<file path="src/rtl/johnson_step_controller_pkg.sv">
// Shared types and constants for the Johnson step controller and its
// shift-register sub-block.
package johnson_step_controller_pkg;

  typedef enum logic {
    IDLE = 1'b0,
    RUN  = 1'b1
  } state_t;

  localparam logic DIR_FWD = 1'b0;
  localparam logic DIR_REV = 1'b1;

  // Phase index must cover 0..2*width-1.
  function automatic int phase_w(input int width);
    return (width < 1) ? 1 : $clog2(2 * width);
  endfunction

endpackage

</file>
<file path="src/rtl/johnson_step_controller_if.sv">
// Command handshake between a control master and the Johnson step controller.
interface johnson_step_controller_if #(
  parameter int CNT_W = 8
);

  logic             cmd_valid;
  logic             cmd_ready;
  logic [CNT_W-1:0] cmd_steps;
  logic             cmd_dir;
  logic             abort;

  modport master (
    output cmd_valid,
    output cmd_steps,
    output cmd_dir,
    output abort,
    input  cmd_ready
  );

  modport slave (
    input  cmd_valid,
    input  cmd_steps,
    input  cmd_dir,
    input  abort,
    output cmd_ready
  );

endinterface

</file>
<file path="src/rtl/johnson_shift_reg.sv">
// WIDTH-bit Johnson register; advances one code per enabled edge in the
// requested direction. Reverse is the exact inverse of forward.
module johnson_shift_reg
  import johnson_step_controller_pkg::*;
#(
  parameter int WIDTH = 4
) (
  input  logic             clk,
  input  logic             reset,
  input  logic             en,
  input  logic             dir,
  output logic [WIDTH-1:0] out
);

  logic [WIDTH-1:0] fwd_next;
  logic [WIDTH-1:0] rev_next;

  assign fwd_next = {~out[0], out[WIDTH-1:1]};
  assign rev_next = {out[WIDTH-2:0], ~out[WIDTH-1]};

  always_ff @(posedge clk or posedge reset) begin
    if (reset) begin
      out <= '0;
    end else if (en) begin
      out <= (dir == DIR_REV) ? rev_next : fwd_next;
    end
  end

endmodule

</file>
<file path="src/rtl/johnson_step_controller.sv">
// Runs a Johnson counter a commanded number of steps forward or reverse
// under a valid/ready handshake, with abort and done/aborted status pulses.
module johnson_step_controller
  import johnson_step_controller_pkg::*;
#(
  parameter int WIDTH   = 4,
  parameter int CNT_W   = 8,
  parameter int PHASE_W = phase_w(WIDTH)
) (
  input  logic                        clk,
  input  logic                        reset,
  johnson_step_controller_if.slave    cmd,
  output logic [WIDTH-1:0]            out,
  output logic [PHASE_W-1:0]          phase,
  output logic                        busy,
  output logic                        done,
  output logic                        aborted
);

  state_t           state_q, state_d;
  logic [CNT_W-1:0] rem_q, rem_d;
  logic             dir_q, dir_d;
  logic             done_d, aborted_d;
  logic             accept;
  logic             step_en;
  int unsigned      ones;

  assign cmd.cmd_ready = (state_q == IDLE) && !cmd.abort;
  assign accept        = cmd.cmd_valid && cmd.cmd_ready;
  assign busy          = (state_q == RUN);

  always_comb begin
    state_d   = state_q;
    rem_d     = rem_q;
    dir_d     = dir_q;
    done_d    = 1'b0;
    aborted_d = 1'b0;
    step_en   = 1'b0;
    case (state_q)
      IDLE: begin
        if (accept) begin
          if (cmd.cmd_steps == '0) begin
            done_d = 1'b1;
          end else begin
            state_d = RUN;
            rem_d   = cmd.cmd_steps;
            dir_d   = cmd.cmd_dir;
          end
        end
      end
      RUN: begin
        // Abort wins over the pending step: the code freezes where it is.
        if (cmd.abort) begin
          state_d   = IDLE;
          rem_d     = '0;
          aborted_d = 1'b1;
        end else begin
          step_en = 1'b1;
          rem_d   = rem_q - CNT_W'(1);
          if (rem_q == CNT_W'(1)) begin
            state_d = IDLE;
            done_d  = 1'b1;
          end
        end
      end
    endcase
  end

  always_ff @(posedge clk or posedge reset) begin
    if (reset) begin
      state_q <= IDLE;
      rem_q   <= '0;
      dir_q   <= DIR_FWD;
      done    <= 1'b0;
      aborted <= 1'b0;
    end else begin
      state_q <= state_d;
      rem_q   <= rem_d;
      dir_q   <= dir_d;
      done    <= done_d;
      aborted <= aborted_d;
    end
  end

  johnson_shift_reg #(
    .WIDTH(WIDTH)
  ) u_shift (
    .clk  (clk),
    .reset(reset),
    .en   (step_en),
    .dir  (dir_q),
    .out  (out)
  );

  // MSB set: ones fill from the top, phase equals the count of ones.
  // MSB clear: ones drain toward the bottom, phase counts back from 2*WIDTH.
  always_comb begin
    ones = 0;
    for (int unsigned i = 0; i < WIDTH; i++) begin
      if (out[i]) ones++;
    end
    if (out[WIDTH-1]) begin
      phase = PHASE_W'(ones);
    end else if (ones == 0) begin
      phase = '0;
    end else begin
      phase = PHASE_W'(2 * WIDTH - ones);
    end
  end

endmodule

</file>
<file path="src/flat_wrapper.sv">
// flat-port wrapper written by rule: the top's interface ports become plain ports
module johnson_step_controller_flat import johnson_step_controller_pkg::*;
#(
  parameter int WIDTH   = 4,
  parameter int CNT_W   = 8,
  parameter int PHASE_W = phase_w(WIDTH)
)
  (clk, reset, out, phase, busy, done, aborted, cmd_cmd_valid, cmd_cmd_steps, cmd_cmd_dir, cmd_abort, cmd_cmd_ready);
  johnson_step_controller_if #(.CNT_W(CNT_W)) cmd_i ();
  input  logic clk;
  input  logic reset;
  output logic [WIDTH-1:0] out;
  output logic [PHASE_W-1:0] phase;
  output logic busy;
  output logic done;
  output logic aborted;
  input wire logic [$bits(cmd_i.cmd_valid)-1:0] cmd_cmd_valid;
  input wire logic [$bits(cmd_i.cmd_steps)-1:0] cmd_cmd_steps;
  input wire logic [$bits(cmd_i.cmd_dir)-1:0] cmd_cmd_dir;
  input wire logic [$bits(cmd_i.abort)-1:0] cmd_abort;
  output wire logic [$bits(cmd_i.cmd_ready)-1:0] cmd_cmd_ready;
  assign cmd_i.cmd_valid = cmd_cmd_valid;
  assign cmd_i.cmd_steps = cmd_cmd_steps;
  assign cmd_i.cmd_dir = cmd_cmd_dir;
  assign cmd_i.abort = cmd_abort;
  assign cmd_cmd_ready = cmd_i.cmd_ready;
  johnson_step_controller #(.WIDTH(WIDTH), .CNT_W(CNT_W), .PHASE_W(PHASE_W)) u_core (.clk(clk), .reset(reset), .cmd(cmd_i), .out(out), .phase(phase), .busy(busy), .done(done), .aborted(aborted));
endmodule
</file>
<file path="config.mk">
export PLATFORM = sky130hd
export DESIGN_NAME = johnson_step_controller_flat
export DESIGN_NICKNAME = d
export VERILOG_FILES = /design/src/rtl/johnson_step_controller_pkg.sv /design/src/rtl/johnson_step_controller_if.sv /design/src/rtl/johnson_shift_reg.sv /design/src/rtl/johnson_step_controller.sv /design/src/flat_wrapper.sv
export SDC_FILE = /design/constraint.sdc
export NUM_CORES = 1
export LEC_CHECK = 0
export CORE_AREA = 5 5 49 61
export CTS_CLUSTER_SIZE = 14
export DETAILED_ROUTE_END_ITERATION = 16
export DIE_AREA = 0 0 54 66
export PLACE_DENSITY = 0.76
export SYNTH_ARGS = -nofsm -noshare
export SYNTH_HDL_FRONTEND = slang
export SYNTH_SLANG_ARGS = --single-unit
</file>
<file path="constraint.sdc">
create_clock -name clk -period 2.7 [get_ports clk]
set_input_delay 0.54 -clock clk [delete_from_list [all_inputs] [get_ports clk]]
set_output_delay 0.54 -clock clk [all_outputs]
set_load 0.01 [all_outputs]
</file>
# == Yosys cells after proc, flatten, opt, wreduce, memory -nomap -nowiden ==
# Index checks and enable logic that the tools add are counted.
# word_totals
register_bits,16
input_bits,13
output_inout_bits,11
wordCells,50
# op_classes
add_sub_neg,5
n_eq_ne,3
mux,25
bitwise_logic,4
reduce_logical,7
# ops
cell,n
32-bit two-way mux,3
"32-bit by 1-bit adder with 32-bit output, second input constant",2
32-bit logical NOT,1
8-bit two-way mux,3
8-bit one-hot mux with 2 select lines,1
1-bit two-way mux,13
"8-bit by 1-bit equality test with 1-bit output, second input constant",1
8-bit logical NOT,1
"8-bit by 1-bit subtractor with 8-bit output, second input constant",1
3-bit two-way mux,2
4-bit two-way mux,1
1-bit inverter,4
1-bit one-hot mux with 2 select lines,2
3-bit AND reduction,1
"1-bit by 3-bit subtractor with 3-bit output, first input constant",1
"1-bit by 1-bit adder with 2-bit output, second input constant",1
1-bit logical AND,2
"2-bit by 1-bit != test with 1-bit output, second input constant",1
"2-bit != test, second input constant",1
2-bit AND reduction,1
1-bit logical NOT,1

# == Longest topological paths before layout ==
# Gate-level depths: netlist of run 1.
# logic_depth
word_depth,10
mapped_depth,11
depth_no_buf,11

# == Hierarchy ==
# From an unflattened synthesis of run 1, not the netlist that was laid out.
# hier_totals
cells_unflattened,117
area_unflattened_um2,1102.3
# by_module_without_submodules
mod,instances,cells_per_inst,area_each_um2,seq_area_each_um2
johnson_step_controller,1,97,910.9,300.3
johnson_shift_reg,1,20,191.4,100.1

# == Worst setup path before layout of run 1 ==
# OpenSTA, ideal clock, no wires.
# synth_timing
path_kind,register -> output
startpoint,reg u_core.u_shift.out[0]
endpoint,out phase[2]
t_arrival_ps,2252
required_time_ps,2160
path_slack_ps,-92
stages_incl_launch_ff,10
path_buffers,1
path_cell_list,dfrtp_1 -> inv_1 -> ha_1 -> clkbuf_1 -> xnor2_1 -> xnor2_1 -> inv_1 -> ha_1 -> a32o_1 -> a221o_1
# synth_between
elab_chain_len,10
elab_cells_between_ends,11
cone_classes,add/sub (4); mux (6); reduce/logical (1)
# synth_lines
item,line,rtl
start: declaration,johnson_shift_reg.sv:12,output logic [WIDTH-1:0] out
start signal: assignment,johnson_shift_reg.sv:25,out <= (dir == DIR_REV) ? rev_next : fwd_next;
1-bit two-way mux *,johnson_step_controller.sv:100,if (out[i]) ones++;
1-bit by 1-bit adder with 2-bit output,johnson_step_controller.sv:100,
32-bit two-way mux *,johnson_step_controller.sv:100,
32-bit by 1-bit adder with 32-bit output,johnson_step_controller.sv:100,
32-bit two-way mux *,johnson_step_controller.sv:100,
32-bit by 1-bit adder with 32-bit output,johnson_step_controller.sv:100,
32-bit two-way mux *,johnson_step_controller.sv:100,
1-bit by 3-bit subtractor with 3-bit output / 32-bit logical NOT (equally long branches),"johnson_step_controller.sv:107, johnson_step_controller.sv:104",
3-bit two-way mux,johnson_step_controller.sv:104,end else if (ones == 0) begin
3-bit two-way mux *,johnson_step_controller.sv:102,if (out[WIDTH-1]) begin
end: declaration,flat_wrapper.sv:13,output logic [PHASE_W-1:0] phase;
# Every way passes the cells marked *; elsewhere a longest branch is shown, timed or not.

# == Final worst setup path of run 1 ==
# Ends and elaborated chain as after synthesis.

==> impl_metrics.toml, run 1 <==
[clock_tree]
ctsHtreeMaxLevel = 1
cts_tree = "yes"
clkTransAtPathRegs_ns = 0.09
cts_root_buffer = "clkbuf_4"
clockBufferDepth = 2
cts_sinks = 16
clk_latency_ns = 0.29
cts_buffers = 3
cts_hold_buf = 0

[drt]
totalWireLength_mm = 2.880
firstDrtPassIters = 4
wl_per_cell_um = 15.57
route.vias.total = 1026
vias_per_cell = 5.546
dr.first_iter.drc_count = 23
ant_nets = 0
drc = 0

[synthesis]
synthArstFlopShare_pct = 100.0
ys_seq_area_share_pct = 36.45
yosysUniqueCellTypes = 36
synth.area.top_cells = "dfrtp_1 (36%), ha_1 (8.0%), xnor2_1 (4.8%)"
synthTopCellsByCount = "dfrtp_1 (16), inv_1 (11), nor2_1 (11), nand2_1 (10), ha_1 (7)"
yosys_register_bits = 16
synth_most_common_cell = "dfrtp_1"
synth_flop_cell = "dfrtp_1"
yosysWarnings = 0
netlist_instances = 119
synth_area_um2 = 1099
syn-num-nets = 139
synth-edff-count = 0
synth_top_area_share_pct = 36.45
avgSynthCellArea_um2 = 9.232
synth_top_area_cell = "dfrtp_1"

[global_route]
grt_pass1_vias = 1108
grt-ovfl-total = 0
antenna_found_initial = 0
grt_pass1_wl_mm = 4.919
grt_max_degree = 17
grt_usage_pct = 18.69

[status]
status = "finished with violations"
violations = "setup timing"

[final_layout]
register_area_um2 = 402.9
fin_area_um2 = 1510
multiInputGateArea_um2 = 681.9
syn_to_final_growth_pct = 37.47
nets = 174
antennaDiodeCount = 0
drive_above_1_share_pct = 25.00
nFillCells = 197
instances_no_fill = 185

[sta]
timing.setup.tns_ns = -0.1560
hold_viol_final = 0
clock_skew_ns = 0.003498
period_share_pct = 104.8
setup_viol = 2
slew_headroom_pct = 58.97
final.min_clock_period_ns = 2.829
tightestPinTransition_ns = 0.6148
drv_slew = 0
setup_slack_ns = -0.1293
rsz0062_at_grt = "true"
fmaxAchievable_ghz = 0.3534

[power]
power.density_nw_per_um2 = 1215
ir_drop_uv = 795.1
p_seq_share_pct = 23.7
p_clk_share_pct = 7.1
p_sw_mw = 0.7797
p_int_mw = 1.054
combPwrFrac_pct = 69.2
p_sw_share_pct = 42.51
p_leak_nw = 0.6315

[die]
start_util_pct = 46.21
core-area_um2 = 2377
die_h_um = 66
io_pins = 24
fp.dieW_um = 54
die_area_um2 = 3564
rows = 20

[worst_setup_path]
critPathArrivalTime_ns = 2.29
cp-start-kind = "flip-flop"
crit_required_ns = 2.16
end_kind = "output pin"
crit_type = "reg -> out"
path_max_fanout = 4

[run]
cap_violations = 0

[placement]
portBuffers = 23
placed_cells = 177
place_area_um2 = 1439
pre_cts_ws_ns = -0.2521
dp_hpwl_mm = 2.197
place.gp.congestion = 0.7898

[hold_path]
worstHoldPathType = "in -> async"
==> state kept, by name (all words and copies together) (netlist names) <==
| name | cells |
|---|---|
| u_core.done | 1 |
| u_core.aborted | 1 |
| u_core.busy | 1 |
| u_core.dir_q | 1 |
| u_core.u_shift.out | 4 |
| u_core.rem_q | 8 |
==> cells in the final DEF, fill, tap and decap left out, types with 3 or more instances in the layout <==
cell             instances
xnor2_1                  4
ha_1                     3
buf_4                   13
o21ai_0                  6
clkdlybuf4s50_1         21
nand3_1                  3
mux2i_1                  4
dfrtp_1                 14
a22oi_1                  3
nor2_1                  11
nand2_1                 10
or4_4                    3
o21ai_1                  4
clkbuf_4                 3
inv_1                    9
==> power by group through the flow <==
stage | registers [mW] | clock network (mW) | logic [mW]
final | 0.435 | 0.129 | 1.27
after global routing | 0.450 | 0.149 | 1.40
after CTS | 0.431 | 0.130 | 1.26
after detailed placement | 0.432 | 0 | 1.26
after global placement | 0.426 | 0 | 1.20
after floorplan | 0.415 | 0 | 0.770
==> area by class of cell <==
type / count / share of cell area [%]
multi-input cells: 86 / 45.15
repair buffers: 36 / 21.04
flip-flops and latches: 16 / 26.68
clock buffers: 3 / 1.491
inverters: 11 / 2.900
well taps: 33 / 2.734
==> worst paths after layout <==
| path | start | endpoint | slack, ns | cells past startpoint |
|---|---|---|---|---|
| max in group asynchronous | reset | u_core.u_shift.out[1]$_DFFE_PP0P_ | 1.65 | 2 |
| hold reg to reg | u_core.rem_q[7]$_DFFE_PP0P_ | u_core.rem_q[7]$_DFFE_PP0P_ | 0.61 | 2 |
| setup reg to reg | u_core.rem_q[5]$_DFFE_PP0P_ | u_core.done$_DFF_PP0_ | 1.10 | 3 |
| setup / recovery | u_core.u_shift.out[0]$_DFFE_PP0P_ | phase[2] | -0.13 | 9 |
| hold / removal | reset | u_core.u_shift.out[3]$_DFFE_PP0P_ | 0.61 | 2 |
| min in group clk | u_core.rem_q[7]$_DFFE_PP0P_ | u_core.rem_q[7]$_DFFE_PP0P_ | 0.61 | 2 |
==> metrics by stage <==
stage	hold slack, ns	utilization (%)	total power [mW]
4_1_cts	0.6083	63.37	1.819
5_1_grt	0.6543	63.53	2.001
6_report	0.6076	63.53	1.834
3_5_place_dp	0.5861	60.53	1.689
3_3_place_gp	0.5786	60.53	1.623
2_1_floorplan	0.4536	-	1.186
==> worst max-delay path, cell delays in order, from the launching register on <==
cell,delay (ns)
dfrtp_2,0.45
ha_2,0.21
mux2i_2,0.16
xnor2_1,0.14
nand2_1,0.08
o21a_1,0.12
ha_2,0.18
a32o_1,0.22
a221o_1,0.29
buf_2,0.14
==> what timing repair did <==
action,4_1_cts,5_1_grt
setup endpoints to repair,2,2
gates resized for setup,12,1
setup buffers,5,0
hold endpoints to repair,0,0
pin swaps,5,1
==> cell families after synthesis <==
kind of cell             share of synthesized area, %
buffers and inverters                           5.922
AND/OR/NAND/NOR                                 17.43
adder cells (fa/ha/maj)                         7.972
flip-flops                                      36.45
XOR/XNOR                                        6.378
multiplexers                                    5.581
AO/OA/AOI/OAI                                   20.27
==> per-layer routing <==
metal  up-vias  wire (µm)  GRT usage [%]  part of all wire [%]
met5         -          0              0                     0
met4         0         52          7.477                   1.8
met3         7         81          1.806                   2.8
met2        29       1666          37.58                    58
met1       495       1080          18.16                    38
li1        495          -              -                     -
Note: power is estimated with default switching activity, not from simulation.
==> run 2: changes to the inputs <==
Settings changed: CORE_AREA 5 5 49 61 to 8 8 54 67, DIE_AREA 0 0 54 66 to 0 0 62 75, PLACE_DENSITY 0.76 to 0.73.
Clock period 2.7 ns to 2.6 ns, I/O delays scaled along.
==> run 2 against run 1 <==
Compared with the run above: the flow still finishes with violations (setup timing); sequential cell count unchanged; design area grew 2.7%; sequential share of layout area down 0.71 points; cell count is 0.54% higher; clock skew grew 0.0018 ns; utilization down 3.9 points; critical path type unchanged.
==> impl_metrics.toml, run 2 (synthesis gave the netlist of run 1 again) <==
[worst_setup_path]
crit_required_ns = 2.08
reg2reg_setup_slack_ns = 0.97
slowest_delay_ns = 0.46
cp-start-kind = "flip-flop"
crit_type = "reg -> out"
cp.depth = 9
r2r-end = "u_core.done$_DFF_PP0_"
path_delay_family = "compound AO/OA/AOI/OAI gates"
end_kind = "output pin"
crit_end = "phase[2]"
crit_start = "u_core.u_shift.out[1]$_DFFE_PP0P_"
path_max_fanout = 4
cpMaxStageDelayCell = "dfrtp_2"
path_buf_inv = 3
rr_startpoint = "u_core.rem_q[5]$_DFFE_PP0P_"
path_cells = "inv_4, ha_4, xnor2_4, xnor2_2, inv_1, ha_2, a32o_1, a221o_1, buf_2"
reg2regPathDepth = 3
critPathArrivalTime_ns = 2.29

[sta]
fmaxAchievable_ghz = 0.3564
rsz0062_at_grt = "true"
setup_viol = 1
slew_headroom_pct = 58.69
hold_viol_final = 0
setup_slack_ns = -0.2058
clock_skew_ns = 0.005278
tightestPinTransition_ns = 0.6190
final.min_clock_period_ns = 2.806
timing.setup.tns_ns = -0.2058
drv_slew = 0
period_share_pct = 107.9

[final_layout]
largest_reg_flops = 8
instances_no_fill = 186
final_common_cell = "clkdlybuf4s50_1"
top_register = "u_core.rem_q"
final_cell_mix = "clkdlybuf4s50_1 (21), dfrtp_1 (14), buf_4 (13)"
antennaDiodeCount = 0
drive_above_1_share_pct = 25.66
top_regs = "u_core.rem_q (8), u_core.u_shift.out (4)"
multiInputGateArea_um2 = 719.4
fin_area_um2 = 1551
nets = 174
nFillCells = 219
syn_to_final_growth_pct = 41.23
register_area_um2 = 402.9

[die]
start_util_pct = 42.23
core-area_um2 = 2601
io_pins = 24
fp.dieW_um = 62
rows = 21
die_area_um2 = 4650
die_h_um = 75

[drt]
route.vias.total = 1011
ant_nets = 0
firstDrtPassIters = 4
totalWireLength_mm = 2.838
vias_per_cell = 5.435
drc = 0
dr.first_iter.drc_count = 23
wl_per_cell_um = 15.26

[global_route]
grt_usage_pct = 12.52
antenna_found_initial = 0
grt_pass1_wl_mm = 4.333
grt_max_degree = 17
grt_pass1_vias = 985
grt-ovfl-total = 0

[clock_tree]
clockBufferDepth = 2
clk_latency_ns = 0.29
cts_root_buffer = "clkbuf_4"
cts_tree = "yes"
cts_hold_buf = 0
ctsHtreeMaxLevel = 1
cts_buffers = 3
cts_sinks = 16
clkTransAtPathRegs_ns = 0.09

[placement]
place.gp.congestion = 0.8361
portBuffers = 23
place_area_um2 = 1474
placed_cells = 181
pre_cts_ws_ns = -0.2392
dp_hpwl_mm = 2.249

[power]
ir_drop_uv = 814.8
p_total_mw = 1.998
p_leak_nw = 0.6450
power.density_nw_per_um2 = 1288

[status]
status = "finished with violations"
violations = "setup timing"

[run]
cap_violations = 0

[hold_path]
worstHoldPathType = "in -> async"
-- run 2: cell count changes in the layout (fill, tap and decap cells not counted) --
| cell | previous run | this run |
|---|---|---|
| ha_4 | 2 | 3 |
| xnor2_4 | 0 | 1 |
| mux2i_2 | 1 | 0 |
| xnor2_1 | 4 | 3 |
| inv_4 | 1 | 2 |
| inv_2 | 1 | 0 |
| mux2i_4 | 0 | 1 |
| o21ai_1 | 4 | 5 |
| ha_2 | 2 | 1 |
| o21ai_0 | 6 | 5 |
-- run 2: power breakdown --
group | switching [mW] | internal [mW]
Sequential | 0.136 | 0.329
Combinational | 0.638 | 0.767
Clock | 0.0741 | 0.0539
-- run 2: metrics by stage --
| stage | utilization (%) | hold WS (ns) |
|---|---|---|
| 2_1_floorplan | - | 0.4336 |
| 3_3_place_gp | 56.66 | 0.5874 |
| 4_1_cts | 58.49 | 0.6150 |
| 3_5_place_dp | 56.66 | 0.6194 |
| 6_report | 59.64 | 0.5995 |
| 5_1_grt | 59.64 | 0.6535 |
-- run 2: how the worst min path moves through the flow --
stage | to | slack (ns) | cells after the start
detailed placement | u_core.rem_q[7]$_DFFE_PP0P_ | 0.62 | 2
global route | u_core.rem_q[7]$_DFFE_PP0P_ | 0.65 | 2
global placement | u_core.rem_q[7]$_DFFE_PP0P_ | 0.59 | 2
floorplan | u_core.aborted$_DFF_PP0_ | 0.43 | 1
CTS | u_core.rem_q[7]$_DFFE_PP0P_ | 0.61 | 2
finish | u_core.rem_q[7]$_DFFE_PP0P_ | 0.60 | 2
-- run 2: timing repair --
action,4_1_cts,5_1_grt
resized for setup,13,5
setup buffers,2,0
pin swaps,8,1
endpoints found under the setup margin,2,2
-- run 2: worst reg2reg max path: cells and delay by family (launching register included) --
kind | cells | cell delay [ns]
simple gates | 2 | 0.91
flops | 1 | 0.43
compound gates | 1 | 0.23
-- run 2: per-layer routing --
layer  vias to the layer above  part of all wire, %  wire length (µm)  global-route usage, %
met5                         -                    0                 0                      0
met4                         0                  1.5                42                  4.569
met3                         6                  3.8               109                  2.051
met2                        26                   55              1550                  24.42
met1                       487                   40              1135                  12.42
li1                        492                    -                 -                      -
-- run 2: cell type report --
class	count	share of cell area, %
Multi-Input combinational cell	86	46.37
Sequential cell	16	25.97
Inverter	11	2.984
Tap cell	34	2.742
Clock buffer	3	1.452
Timing Repair Buffer	36	20.48
==> run 3: changes to the inputs <==
Settings changed: CORE_AREA 8 8 54 67 to 8 8 53 66, CTS_BUF_LIST set to sky130_fd_sc_hd__clkbuf_4, DIE_AREA 0 0 62 75 to 0 0 61 74, PLACE_DENSITY 0.73 to 0.75, SYNTH_HIERARCHICAL set to 1.
==> run 3 against run 2 <==
Compared with the run above: critical path type unchanged; largest cell class unchanged; highest routed layer unchanged; design area is 1.7% lower; critical endpoint unchanged; the flow still finishes with violations (setup timing); via count decreased by 4.0%; maximum frequency increased by 0.89%; combinational power fell by 10%; cell count is 3.2% lower; setup slack improved by 0.025 ns; total power shrank 7.9%; register-to-register slack got worse by 0.19 ns; clock skew shrank 0.0041 ns.
==> impl_metrics.toml, run 3 <==
[final_layout]
drive_above_1_share_pct = 21.23
largest_reg_flops = 8
instances_no_fill = 180
final_cell_mix = "clkdlybuf4s50_1 (20), dfrtp_1 (14), nor2_1 (9), inv_1 (9)"
top_register = "u_core/rem_q"
top_regs = "u_core/rem_q (8), u_core/u_shift/out (4)"
nets = 168
post-route-util_pct = 59.84
syn_to_final_growth_pct = 38.37
final_common_cell = "clkdlybuf4s50_1"
fin_area_um2 = 1525
antennaDiodeCount = 0

[drt]
totalWireLength_mm = 2.718
route.vias.total = 971
drc = 0
dr.first_iter.drc_count = 28
wl_per_cell_um = 15.10
ant_nets = 0
vias_per_cell = 5.394
firstDrtPassIters = 4

[sta]
drv_slew = 0
hold_slack_ns = 0.4555
period_share_pct = 107.0
final.min_clock_period_ns = 2.781
clock_skew_ns = 0.001211
hold_viol_final = 0
fmaxAchievable_ghz = 0.3596
timing.setup.tns_ns = -0.1810
setup_slack_ns = -0.1810
rsz0062_at_grt = "true"
slew_headroom_pct = 63.03
tightestPinTransition_ns = 0.5546
setup_viol = 1

[synthesis]
syn-num-nets = 137
synthArstFlopShare_pct = 100.0
ys_seq_area_share_pct = 36.32
yosys_register_bits = 16
yosysUniqueCellTypes = 38
netlist_instances = 117
synth_top_area_cell = "dfrtp_1"
synth_top_area_share_pct = 36.32
synth_most_common_cell = "dfrtp_1"
synth_area_um2 = 1102
synth-edff-count = 0
yosysWarnings = 6
synth.area.top_cells = "dfrtp_1 (36%), ha_1 (7.9%), mux2i_1 (5.4%)"
synthTopCellsByCount = "dfrtp_1 (16), inv_1 (11), nor2_1 (9), nand2_1 (8), o22ai_1 (8)"
avgSynthCellArea_um2 = 9.421
synth_flop_cell = "dfrtp_1"

[power]
p_leak_nw = 0.6611
power.density_nw_per_um2 = 1207
p_clk_share_pct = 6.8
p_int_mw = 1.071
combPwrFrac_pct = 68.7
p_sw_share_pct = 41.82
p_seq_share_pct = 24.5
ir_drop_uv = 694.3
p_sw_mw = 0.7698

[status]
violations = "setup timing"
status = "finished with violations"

[die]
rows = 21
core-area_um2 = 2549
die_h_um = 74
fp.dieW_um = 61
start_util_pct = 43.25
io_pins = 24
die_area_um2 = 4514

[clock_tree]
clk_latency_ns = 0.28
cts_buffers = 3
cts_root_buffer = "clkbuf_4"
cts_tree = "yes"
clockBufferDepth = 2
cts_sinks = 16
ctsHtreeMaxLevel = 1
clkTransAtPathRegs_ns = 0.08
cts_hold_buf = 0

[global_route]
grt_usage_pct = 12.73
antenna_found_initial = 0
grt_pass1_vias = 1063
grt_max_degree = 18
grt-ovfl-total = 0
grt_pass1_wl_mm = 4.409

[placement]
portBuffers = 23
place.gp.congestion = 0.8366
dp_hpwl_mm = 2.080
place_area_um2 = 1418
placed_cells = 177

[worst_setup_path]
critPathArrivalTime_ns = 2.26
end_kind = "output pin"
path_max_fanout = 4
r2r-end = "u_core/u_shift/out[0]$_DFFE_PP0P_"
crit_required_ns = 2.08
cp-start-kind = "flip-flop"
reg2reg_setup_slack_ns = 0.78
rr_startpoint = "u_core/busy$_DFF_PP0_"
crit_type = "reg -> out"
reg2regPathDepth = 4
crit_start = "u_core/u_shift/out[0]$_DFFE_PP0P_"

[hold_path]
worstHoldPathType = "in -> async"

[run]
cap_violations = 0
==> run 3: changes by cell type after synthesis, moves of 3 or more <==
cell,change
o22ai_1,+6
nand3_1,-3
or4_4,-3
a22oi_1,-3
nand2b_1,+3
o21ai_1,-4
o21ai_0,-3
==> run 3: cell type report <==
type,instances,area (µm²)
tap,34,42.54
fill,224,1023
sequential,16,402.9
multi-input combinational,85,728.2
clock buffer,3,22.52
inverter,11,46.29
timing repair buffer,31,282.8
==> run 3: critical path, stage by stage (launching register included) <==
cell and delay [ns]:
dfrtp_2 0.47, ha_1 0.25, o21ai_0 0.27, o21a_1 0.17, ha_2 0.16, nor2_1 0.05
or2_4 0.24, o311a_1 0.13, o21ai_1 0.13, buf_2 0.15
==> run 3: how the worst max path moves through the flow <==
stage	endpoint	depth (start not counted)
floorplan	phase[2]	10
global placement	phase[2]	11
detailed placement	phase[2]	12
CTS	phase[2]	12
global route	phase[2]	12
finish	phase[2]	9
==> run 3: metrics by stage <==
stage	power [mW]	setup slack, ns
finish	1.841	-0.1810
detailed placement	1.554	-0.3353
CTS	1.745	-0.1661
global route	2.001	-0.3223
global placement	1.498	-0.2581
floorplan	1.022	0.03821
==> run 3: kinds of logic (layout without fill, tap and decap cells) <==
group | after synthesis | after routing | synth area share [%]
and+or+nand+nor | 39 | 39 | 21.68
AOI/OAI and AO/OA | 26 | 26 | 17.03
DFF | 16 | 16 | 36.32
buffers and inverters | 16 | 45 | 5.561
muxes | 8 | 8 | 7.492
adders and majority gates | 7 | 7 | 7.945
xor gates and xnor gates | 5 | 5 | 3.973
==> run 3: repair_timing <==
item,CTS,global route
buffers inserted,0,0
hold endpoints to repair,0,0
setup endpoints to repair,3,3
gates resized for setup,22,5
pin swaps,6,0
==> run 3: power by group through the flow <==
stage | Combinational, mW | Sequential (mW) | Clock, mW
finish | 1.26 | 0.452 | 0.124
floorplan | 0.595 | 0.427 | 0
CTS | 1.17 | 0.441 | 0.132
detailed placement | 1.12 | 0.431 | 0
global route | 1.40 | 0.464 | 0.141
global placement | 1.07 | 0.426 | 0
==> run 3: layer usage <==
layer  up-vias  global-route usage [%]  share of wire (%)
li1        470                       -                  -
met1       463                   12.18                 38
met2        30                   23.67                 55
met3         8                   3.114                3.2
met4         0                   7.013                3.2
met5         -                       0                  0
